===== config.mk =====
export PLATFORM = sky130hd
export DESIGN_NAME = mc_fsm_flat
export DESIGN_NICKNAME = d
export VERILOG_FILES = /design/src/rtl/riscv_pkg.sv /design/src/rtl/mc_fsm_if.sv /design/src/rtl/mc_fsm_immsrcdec.sv /design/src/rtl/mc_fsm.sv /design/src/flat_wrapper.sv
export SDC_FILE = /design/constraint.sdc
export NUM_CORES = 1
export LEC_CHECK = 0
export CAP_MARGIN = 20
export CORE_MARGIN = 2
export CORE_UTILIZATION = 50
export CTS_CLUSTER_SIZE = 8
export DETAILED_ROUTE_END_ITERATION = 8
export DONT_BUFFER_PORTS = 1
export PLACE_DENSITY = 0.73
export SYNTH_ARGS = -nofsm -noshare
export SYNTH_HDL_FRONTEND = slang
export SYNTH_HIERARCHICAL = 1
export SYNTH_SLANG_ARGS = --single-unit

===== constraint.sdc =====
create_clock -name clk -period 1.7 [get_ports clk]
set_clock_uncertainty 0.2 [all_clocks]
set_input_delay 0.255 -clock clk [delete_from_list [all_inputs] [get_ports clk]]
set_output_delay 0.255 -clock clk [all_outputs]
set_load 0.1 [all_outputs]

===== src/rtl/riscv_pkg.sv =====
// Shared opcodes, datapath select encodings and FSM state type for the
// multicycle RISC-V control unit.
package riscv_pkg;

    localparam logic [6:0] OP_LOAD   = 7'b0000011;
    localparam logic [6:0] OP_STORE  = 7'b0100011;
    localparam logic [6:0] OP_RTYPE  = 7'b0110011;
    localparam logic [6:0] OP_ITYPE  = 7'b0010011;
    localparam logic [6:0] OP_BRANCH = 7'b1100011;
    localparam logic [6:0] OP_JAL    = 7'b1101111;
    localparam logic [6:0] OP_JALR   = 7'b1100111;

    localparam logic [1:0] SRCA_PC    = 2'b00;
    localparam logic [1:0] SRCA_OLDPC = 2'b01;
    localparam logic [1:0] SRCA_REG   = 2'b10;

    localparam logic [1:0] SRCB_REG  = 2'b00;
    localparam logic [1:0] SRCB_IMM  = 2'b01;
    localparam logic [1:0] SRCB_FOUR = 2'b10;

    localparam logic [1:0] RES_ALUOUT    = 2'b00;
    localparam logic [1:0] RES_DATA      = 2'b01;
    localparam logic [1:0] RES_ALURESULT = 2'b10;

    localparam logic [1:0] ALUOP_ADD   = 2'b00;
    localparam logic [1:0] ALUOP_SUB   = 2'b01;
    localparam logic [1:0] ALUOP_FUNCT = 2'b10;

    localparam logic [1:0] IMM_I = 2'b00;
    localparam logic [1:0] IMM_S = 2'b01;
    localparam logic [1:0] IMM_B = 2'b10;
    localparam logic [1:0] IMM_J = 2'b11;

    typedef enum logic [3:0] {
        FETCH, DECODE, MEMADR, MEMREAD, MEMWB, MEMWRITE, EXECR,
        EXECI, ALUWB, BRANCH, JAL, JALR, JALRLINK, HALT
    } state_t;

endpackage


===== src/rtl/mc_fsm_if.sv =====
// Control bundle between the multicycle FSM (slave) and the datapath/bench (master).
interface mc_fsm_if;
    import riscv_pkg::*;

    // MemReady is a one-cycle completion strobe: the access presented this cycle
    // (fetch, load or store) is accepted on the rising edge where MemReady=1.
    logic [6:0] op;
    logic       MemReady;
    logic       PCUpdate;
    logic       Branch;
    logic       IRWrite;
    logic       RegWrite;
    logic       MemWrite;
    logic       AdrSrc;
    logic [1:0] ALUSrcA;
    logic [1:0] ALUSrcB;
    logic [1:0] ResultSrc;
    logic [1:0] ALUOp;
    logic [1:0] ImmSrc;
    logic       Illegal;
    state_t     state;

    modport master (
        output op, MemReady,
        input  PCUpdate, Branch, IRWrite, RegWrite, MemWrite, AdrSrc,
        input  ALUSrcA, ALUSrcB, ResultSrc, ALUOp, ImmSrc, Illegal, state
    );

    modport slave (
        input  op, MemReady,
        output PCUpdate, Branch, IRWrite, RegWrite, MemWrite, AdrSrc,
        output ALUSrcA, ALUSrcB, ResultSrc, ALUOp, ImmSrc, Illegal, state
    );

endinterface


===== src/rtl/mc_fsm_immsrcdec.sv =====
// Immediate-format selector, decoded straight from the opcode.
module immsrcdec
    import riscv_pkg::*;
(
    input  logic [6:0] op,
    output logic [1:0] ImmSrc
);

    always_comb begin
        ImmSrc = IMM_I;
        case (op)
            OP_LOAD, OP_ITYPE, OP_JALR: ImmSrc = IMM_I;
            OP_STORE:                   ImmSrc = IMM_S;
            OP_BRANCH:                  ImmSrc = IMM_B;
            OP_JAL:                     ImmSrc = IMM_J;
            default:                    ImmSrc = IMM_I;
        endcase
    end

endmodule


===== src/rtl/mc_fsm.sv =====
// Multicycle RISC-V main control FSM with a shared instruction/data memory.
module mc_fsm
    import riscv_pkg::*;
#(
    parameter bit HALT_ON_ILLEGAL = 1'b1
) (
    input  logic      clk,
    input  logic      reset,
    mc_fsm_if.slave   bus
);

    state_t     state;
    state_t     next_state;
    logic       pc_update, branch, ir_write, reg_write, mem_write, adr_src, illegal;
    logic [1:0] alu_src_a, alu_src_b, result_src, alu_op;

    always_ff @(posedge clk) begin
        if (reset) state <= FETCH;
        else       state <= next_state;
    end

    always_comb begin
        next_state = state;
        pc_update  = 1'b0;
        branch     = 1'b0;
        ir_write   = 1'b0;
        reg_write  = 1'b0;
        mem_write  = 1'b0;
        adr_src    = 1'b0;
        illegal    = 1'b0;
        alu_src_a  = SRCA_PC;
        alu_src_b  = SRCB_REG;
        result_src = RES_ALUOUT;
        alu_op     = ALUOP_ADD;
        case (state)
            FETCH: begin
                alu_src_b  = SRCB_FOUR;
                result_src = RES_ALURESULT;
                ir_write   = bus.MemReady;
                pc_update  = bus.MemReady;
                if (bus.MemReady) next_state = DECODE;
            end
            DECODE: begin
                alu_src_a = SRCA_OLDPC;
                alu_src_b = SRCB_IMM;
                case (bus.op)
                    OP_LOAD, OP_STORE: next_state = MEMADR;
                    OP_RTYPE:          next_state = EXECR;
                    OP_ITYPE:          next_state = EXECI;
                    OP_BRANCH:         next_state = BRANCH;
                    OP_JAL:            next_state = JAL;
                    OP_JALR:           next_state = JALR;
                    default: begin
                        // In NOP mode the flag is a one-cycle report; in halt mode HALT owns it.
                        next_state = HALT_ON_ILLEGAL ? HALT : FETCH;
                        illegal    = !HALT_ON_ILLEGAL;
                    end
                endcase
            end
            MEMADR: begin
                alu_src_a  = SRCA_REG;
                alu_src_b  = SRCB_IMM;
                next_state = (bus.op == OP_LOAD) ? MEMREAD : MEMWRITE;
            end
            MEMREAD: begin
                adr_src = 1'b1;
                if (bus.MemReady) next_state = MEMWB;
            end
            MEMWB: begin
                result_src = RES_DATA;
                reg_write  = 1'b1;
                next_state = FETCH;
            end
            MEMWRITE: begin
                adr_src   = 1'b1;
                mem_write = 1'b1;
                if (bus.MemReady) next_state = FETCH;
            end
            EXECR: begin
                alu_src_a  = SRCA_REG;
                alu_op     = ALUOP_FUNCT;
                next_state = ALUWB;
            end
            EXECI: begin
                alu_src_a  = SRCA_REG;
                alu_src_b  = SRCB_IMM;
                alu_op     = ALUOP_FUNCT;
                next_state = ALUWB;
            end
            ALUWB: begin
                reg_write  = 1'b1;
                next_state = FETCH;
            end
            BRANCH: begin
                alu_src_a  = SRCA_REG;
                alu_op     = ALUOP_SUB;
                branch     = 1'b1;
                next_state = FETCH;
            end
            JAL: begin
                alu_src_a  = SRCA_OLDPC;
                alu_src_b  = SRCB_FOUR;
                pc_update  = 1'b1;
                next_state = ALUWB;
            end
            JALR: begin
                alu_src_a  = SRCA_REG;
                alu_src_b  = SRCB_IMM;
                result_src = RES_ALURESULT;
                pc_update  = 1'b1;
                next_state = JALRLINK;
            end
            JALRLINK: begin
                alu_src_a  = SRCA_OLDPC;
                alu_src_b  = SRCB_FOUR;
                result_src = RES_ALURESULT;
                reg_write  = 1'b1;
                next_state = FETCH;
            end
            HALT: begin
                illegal = 1'b1;
            end
            default: next_state = FETCH;
        endcase
    end

    // Architectural side effects are suppressed for the whole reset cycle.
    assign bus.PCUpdate  = pc_update & ~reset;
    assign bus.Branch    = branch    & ~reset;
    assign bus.IRWrite   = ir_write  & ~reset;
    assign bus.RegWrite  = reg_write & ~reset;
    assign bus.MemWrite  = mem_write & ~reset;
    assign bus.Illegal   = illegal   & ~reset;
    assign bus.AdrSrc    = adr_src;
    assign bus.ALUSrcA   = alu_src_a;
    assign bus.ALUSrcB   = alu_src_b;
    assign bus.ResultSrc = result_src;
    assign bus.ALUOp     = alu_op;
    assign bus.state     = state;

    immsrcdec u_immsrcdec (
        .op     (bus.op),
        .ImmSrc (bus.ImmSrc)
    );

endmodule


===== src/flat_wrapper.sv =====
// flat-port wrapper written by rule: the top's interface ports become plain ports
module mc_fsm_flat import riscv_pkg::*;
#(
    parameter bit HALT_ON_ILLEGAL = 1'b1
)
  (clk, reset, bus_op, bus_MemReady, bus_PCUpdate, bus_Branch, bus_IRWrite, bus_RegWrite, bus_MemWrite, bus_AdrSrc, bus_ALUSrcA, bus_ALUSrcB, bus_ResultSrc, bus_ALUOp, bus_ImmSrc, bus_Illegal, bus_state);
  mc_fsm_if bus_i ();
  input  logic clk;
  input  logic reset;
  input wire logic [$bits(bus_i.op)-1:0] bus_op;
  input wire logic [$bits(bus_i.MemReady)-1:0] bus_MemReady;
  output wire logic [$bits(bus_i.PCUpdate)-1:0] bus_PCUpdate;
  output wire logic [$bits(bus_i.Branch)-1:0] bus_Branch;
  output wire logic [$bits(bus_i.IRWrite)-1:0] bus_IRWrite;
  output wire logic [$bits(bus_i.RegWrite)-1:0] bus_RegWrite;
  output wire logic [$bits(bus_i.MemWrite)-1:0] bus_MemWrite;
  output wire logic [$bits(bus_i.AdrSrc)-1:0] bus_AdrSrc;
  output wire logic [$bits(bus_i.ALUSrcA)-1:0] bus_ALUSrcA;
  output wire logic [$bits(bus_i.ALUSrcB)-1:0] bus_ALUSrcB;
  output wire logic [$bits(bus_i.ResultSrc)-1:0] bus_ResultSrc;
  output wire logic [$bits(bus_i.ALUOp)-1:0] bus_ALUOp;
  output wire logic [$bits(bus_i.ImmSrc)-1:0] bus_ImmSrc;
  output wire logic [$bits(bus_i.Illegal)-1:0] bus_Illegal;
  output wire logic [$bits(bus_i.state)-1:0] bus_state;
  assign bus_i.op = bus_op;
  assign bus_i.MemReady = bus_MemReady;
  assign bus_PCUpdate = bus_i.PCUpdate;
  assign bus_Branch = bus_i.Branch;
  assign bus_IRWrite = bus_i.IRWrite;
  assign bus_RegWrite = bus_i.RegWrite;
  assign bus_MemWrite = bus_i.MemWrite;
  assign bus_AdrSrc = bus_i.AdrSrc;
  assign bus_ALUSrcA = bus_i.ALUSrcA;
  assign bus_ALUSrcB = bus_i.ALUSrcB;
  assign bus_ResultSrc = bus_i.ResultSrc;
  assign bus_ALUOp = bus_i.ALUOp;
  assign bus_ImmSrc = bus_i.ImmSrc;
  assign bus_Illegal = bus_i.Illegal;
  assign bus_state = bus_i.state;
  mc_fsm #(.HALT_ON_ILLEGAL(HALT_ON_ILLEGAL)) u_core (.clk(clk), .reset(reset), .bus(bus_i));
endmodule

==> results of run 1 <==
==> cell families after synthesis <==
| kind of cell | share of synthesized area, % |
|---|---|
| AO/OA/AOI/OAI | 29.15 |
| AND/OR/NAND/NOR | 44.46 |
| buffers and inverters | 8.855 |
| XOR/XNOR | 2.583 |
| flip-flops | 11.81 |
| multiplexers | 3.136 |
==> synthesized netlist by cell type (2+ instances only) <==
cell	n	area, um^2
nor2_1	13	48.80
nand2_1	8	30.03
a21oi_1	5	25.02
nor2b_1	5	31.28
o21ai_0	5	25.02
dfxtp_1	4	80.08
nand2b_1	4	25.02
o21ai_1	4	20.02
and2_1	3	18.77
buf_2	3	15.01
inv_1	3	11.26
nor3_1	3	15.01
nor4_1	3	18.77
a2bb2oi_1	2	17.52
and2b_1	2	15.01
buf_6	2	22.52
nand3b_1	2	15.01
or3_1	2	12.51
==> per-stage QoR <==
stage	setup TNS (ns)	cell area [um^2]	setup WS, ns
3_3_place_gp	0	1272	0.06348
2_1_floorplan	-5.326	879.6	-0.7296
==> results.toml, run 1 <==
[synth]
async_flop_share_pct = 0
syn_area_um2 = 678.2
synth_cells = 99
synth-edff-count = 0
ys.flop_type = "dfxtp_1"
synth_seq_area_share_pct = 11.81
ys_ff_latch = 4
ys_types = 44
synth_fp_nets = 109
yosysWarningCount = 6
syn_area_per_cell_um2 = 6.850

[placed_design]
dpl.hpwl_mm = 2.787
portBuffers = 0
place_congestion = 0.9184

[status]
haltStage = "detailed placement"
tool.error = "[ERROR DPL-0033] detailed placement checks failed during check placement."
status = "did not finish"

[floorplan]
die_h_um = 40.83
die_width_um = 40.83
rows = 13
io_pins = 31
initial_core_util_pct = 52.78
==> run 2, diff against run 1 <==
--- a/config.mk
+++ b/config.mk
@@ -6,12 +6,11 @@
 export NUM_CORES = 1
 export LEC_CHECK = 0
 export CAP_MARGIN = 20
-export CORE_MARGIN = 2
-export CORE_UTILIZATION = 50
-export CTS_CLUSTER_SIZE = 8
+export CORE_AREA = 2 2 63 65
 export DETAILED_ROUTE_END_ITERATION = 8
+export DIE_AREA = 0 0 65 67
 export DONT_BUFFER_PORTS = 1
-export PLACE_DENSITY = 0.73
+export PLACE_DENSITY_LB_ADDON = 0.15
 export SYNTH_ARGS = -nofsm -noshare
 export SYNTH_HDL_FRONTEND = slang
 export SYNTH_HIERARCHICAL = 1
==> run 2 against run 1 <==
Effect of this change: the flow now finishes, with violations (negative setup slack); synthesized cell count stayed put; synthesized area is the same.
==> results.toml, run 2 <==
[timing]
setup_ws_ns = -0.1430
finalCriticalPeriod_ns = 1.843
hold_viol = 0
setup_viol = 12
drv_slew = 0
fmax_ghz = 0.5426
worstMarginPinSlew_ns = 0.2656
fin_crit_sh_pct = 108.4
relSlewSlack_pct = 81.79
rsz0062_at_grt = "yes"
whs_ns = 0.008858

[floorplan]
io_pins = 31
initial_core_util_pct = 18.81
die_h_um = 67
rows = 22
core_um2 = 3606
die-area_um2 = 4355
die_width_um = 65

[setup_path]
cp-start-kind = "register"
critPathRequiredTime_ns = 1.24
worst_setup_path_end_kind = "primary output"
crit_family = "flip-flops"
path_cells = "and2b_2 -> nor2_4 -> mux2i_1 -> o2bb2ai_4 -> buf_12"
crit_type = "reg2out"
crit_fanout = 8
slowest_stage = "dfxtp_4"
max_stage_delay_ns = 0.37
cp.arrival_ns = 1.39
path_buf_inv = 1

[job]
maxCapViolations = 0

[finish]
final_util_pct = 44.27
nFillCells = 338
nets = 157
syn_to_final_growth_pct = 135.4
layout_commonest_cell = "buf_4"
largest_reg_flops = 4
final_cell_mix = "29 x buf_4, 18 x buf_12, 9 x nor2_4"
instances_no_fill = 193
antennaDiodeCount = 0
drive_above_1_share_pct = 63.45
top_register = "u_core/bus.state"
biggestRegsByFlops = "u_core/bus.state x4"

[detailed_routing]
drc = 0
routed_wl_mm = 2.532
postRouteAntennaNets = 0
dr.pass1.iters = 4
viasPerCell = 4.829
drt_iter0_drc = 32
via_count = 932
routedWlPerCell_um = 13.12

[synth]
netlist_top_cells_count = "13 x nor2_1, 8 x nand2_1, 5 x a21oi_1, 5 x nor2b_1, 5 x o21ai_0"
ys_ff_latch = 4
synth_fp_nets = 109
synth_cells = 99
synth-edff-count = 0
ys.flop_type = "dfxtp_1"
async_flop_share_pct = 0
yosysTopAreaCell = "dfxtp_1"
yosysWarningCount = 6
ys_types = 44
yosysMostFrequentCell = "nor2_1"
synth_seq_area_share_pct = 11.81
syn_area_um2 = 678.2
syn_area_per_cell_um2 = 6.850
yosys.area.top_type_share_pct = 11.81
ys_top_cells_by_area = "dfxtp_1 12%, nor2_1 7.2%, nor2b_1 4.6%"

[global_routing]
grt-ovfl-total = 0
grt_max_degree = 15
grt_pass1_wl_mm = 4.015
antenna_found_initial = 0
grt_usage_pct = 11.74
grt_pass1_vias = 903

[clock_tree]
cts-root-buf = "clkbuf_8"
clk_pin_slew_ns = 0.03
htree_levels = 1
clkLatencyLatePin_ns = 0.22
cts.sinks = 4
clockBufferDepth = 2
cts_inserted_buffers = 3
cts_tree = "built"

[power]
power.density_nw_per_um2 = 754.2
vdd_drop_max_mv = 0.2150
p_leak_nw = 0.6186

[placed_design]
dp.cells = 171
dpl.hpwl_mm = 1.820
place_congestion = 0.7716
dpl_worst_slack_ns = -0.0005761
portBuffers = 0

[status]
violations = "negative setup slack"
status = "complete, but fails checks"

[min_path]
hold_class = "in2reg"
run 2: layer usage:
| layer | wire [um] | track usage (%) | part of all wire [%] |
|---|---|---|---|
| met5 | 0 | 0 | 0 |
| met4 | 19 | 4.787 | 0.75 |
| met3 | 125 | 2.196 | 4.9 |
| met2 | 1316 | 22.55 | 52 |
| met1 | 1070 | 12.47 | 42 |
run 2: power breakdown:
| group | internal, mW | total (mW) | switching (mW) |
|---|---|---|---|
| Clock | 0.151 | 0.198 | 0.0475 |
| Combinational | 0.358 | 0.881 | 0.523 |
| Sequential | 0.103 | 0.125 | 0.0213 |
run 2: kinds of logic after synthesis:
kind of cell / count (synthesis) / synth area share, %
compound gates: 29 / 29.15
xor+xnor: 2 / 2.583
buf+inv: 10 / 8.855
flops: 4 / 11.81
mux: 2 / 3.136
simple gates: 52 / 44.46
run 2: stage by stage:
| stage | power, mW | TNS, ns | cell area, um^2 |
|---|---|---|---|
| floorplan | 0.6825 | -5.326 | 879.6 |
| global placement | 0.8819 | 0 | 1311 |
| detailed placement | 0.8847 | -0.0005761 | 1311 |
| CTS | 1.158 | -1.206 | 1495 |
| global route | 1.252 | -1.763 | 1597 |
| finish | 1.204 | -1.009 | 1597 |
run 2: path summary, 6_finish.rpt:
kind                            slack (ns)                                to                        startpoint  depth (start not counted)
worst max-delay path                 -0.14                    bus_ALUSrcB[0]  u_core/bus.state[2]$_SDFFE_PP0P_                          5
worst min-delay path                 0.009  u_core/bus.state[3]$_SDFFE_PP0P_                             reset                          2
worst max register to register           0  u_core/bus.state[2]$_SDFFE_PP0P_  u_core/bus.state[2]$_SDFFE_PP0P_                          6
worst min register to register        0.54  u_core/bus.state[1]$_SDFFE_PP0P_  u_core/bus.state[3]$_SDFFE_PP0P_                          4
run 2: layout make-up:
class                   count  area (um^2)  area share [%]
multi-input cells          85        774.5           48.51
clock buffers               3        41.29           2.586
well taps                  48        60.06           3.762
flip-flops and latches      4        95.09           5.956
repair buffers             50        610.6           38.24
inverters                   3        15.01          0.9404
run 2: what timing repair did:
item / in CTS / in global routing
buffers inserted: 11 / 7
hold buffers: 1 / 0
hold endpoints to repair: 3 / 0
resized for setup: 15 / 8
pin swaps: 7 / 6
setup endpoints to repair: 14 / 16
(Power assumes the default switching activity.)
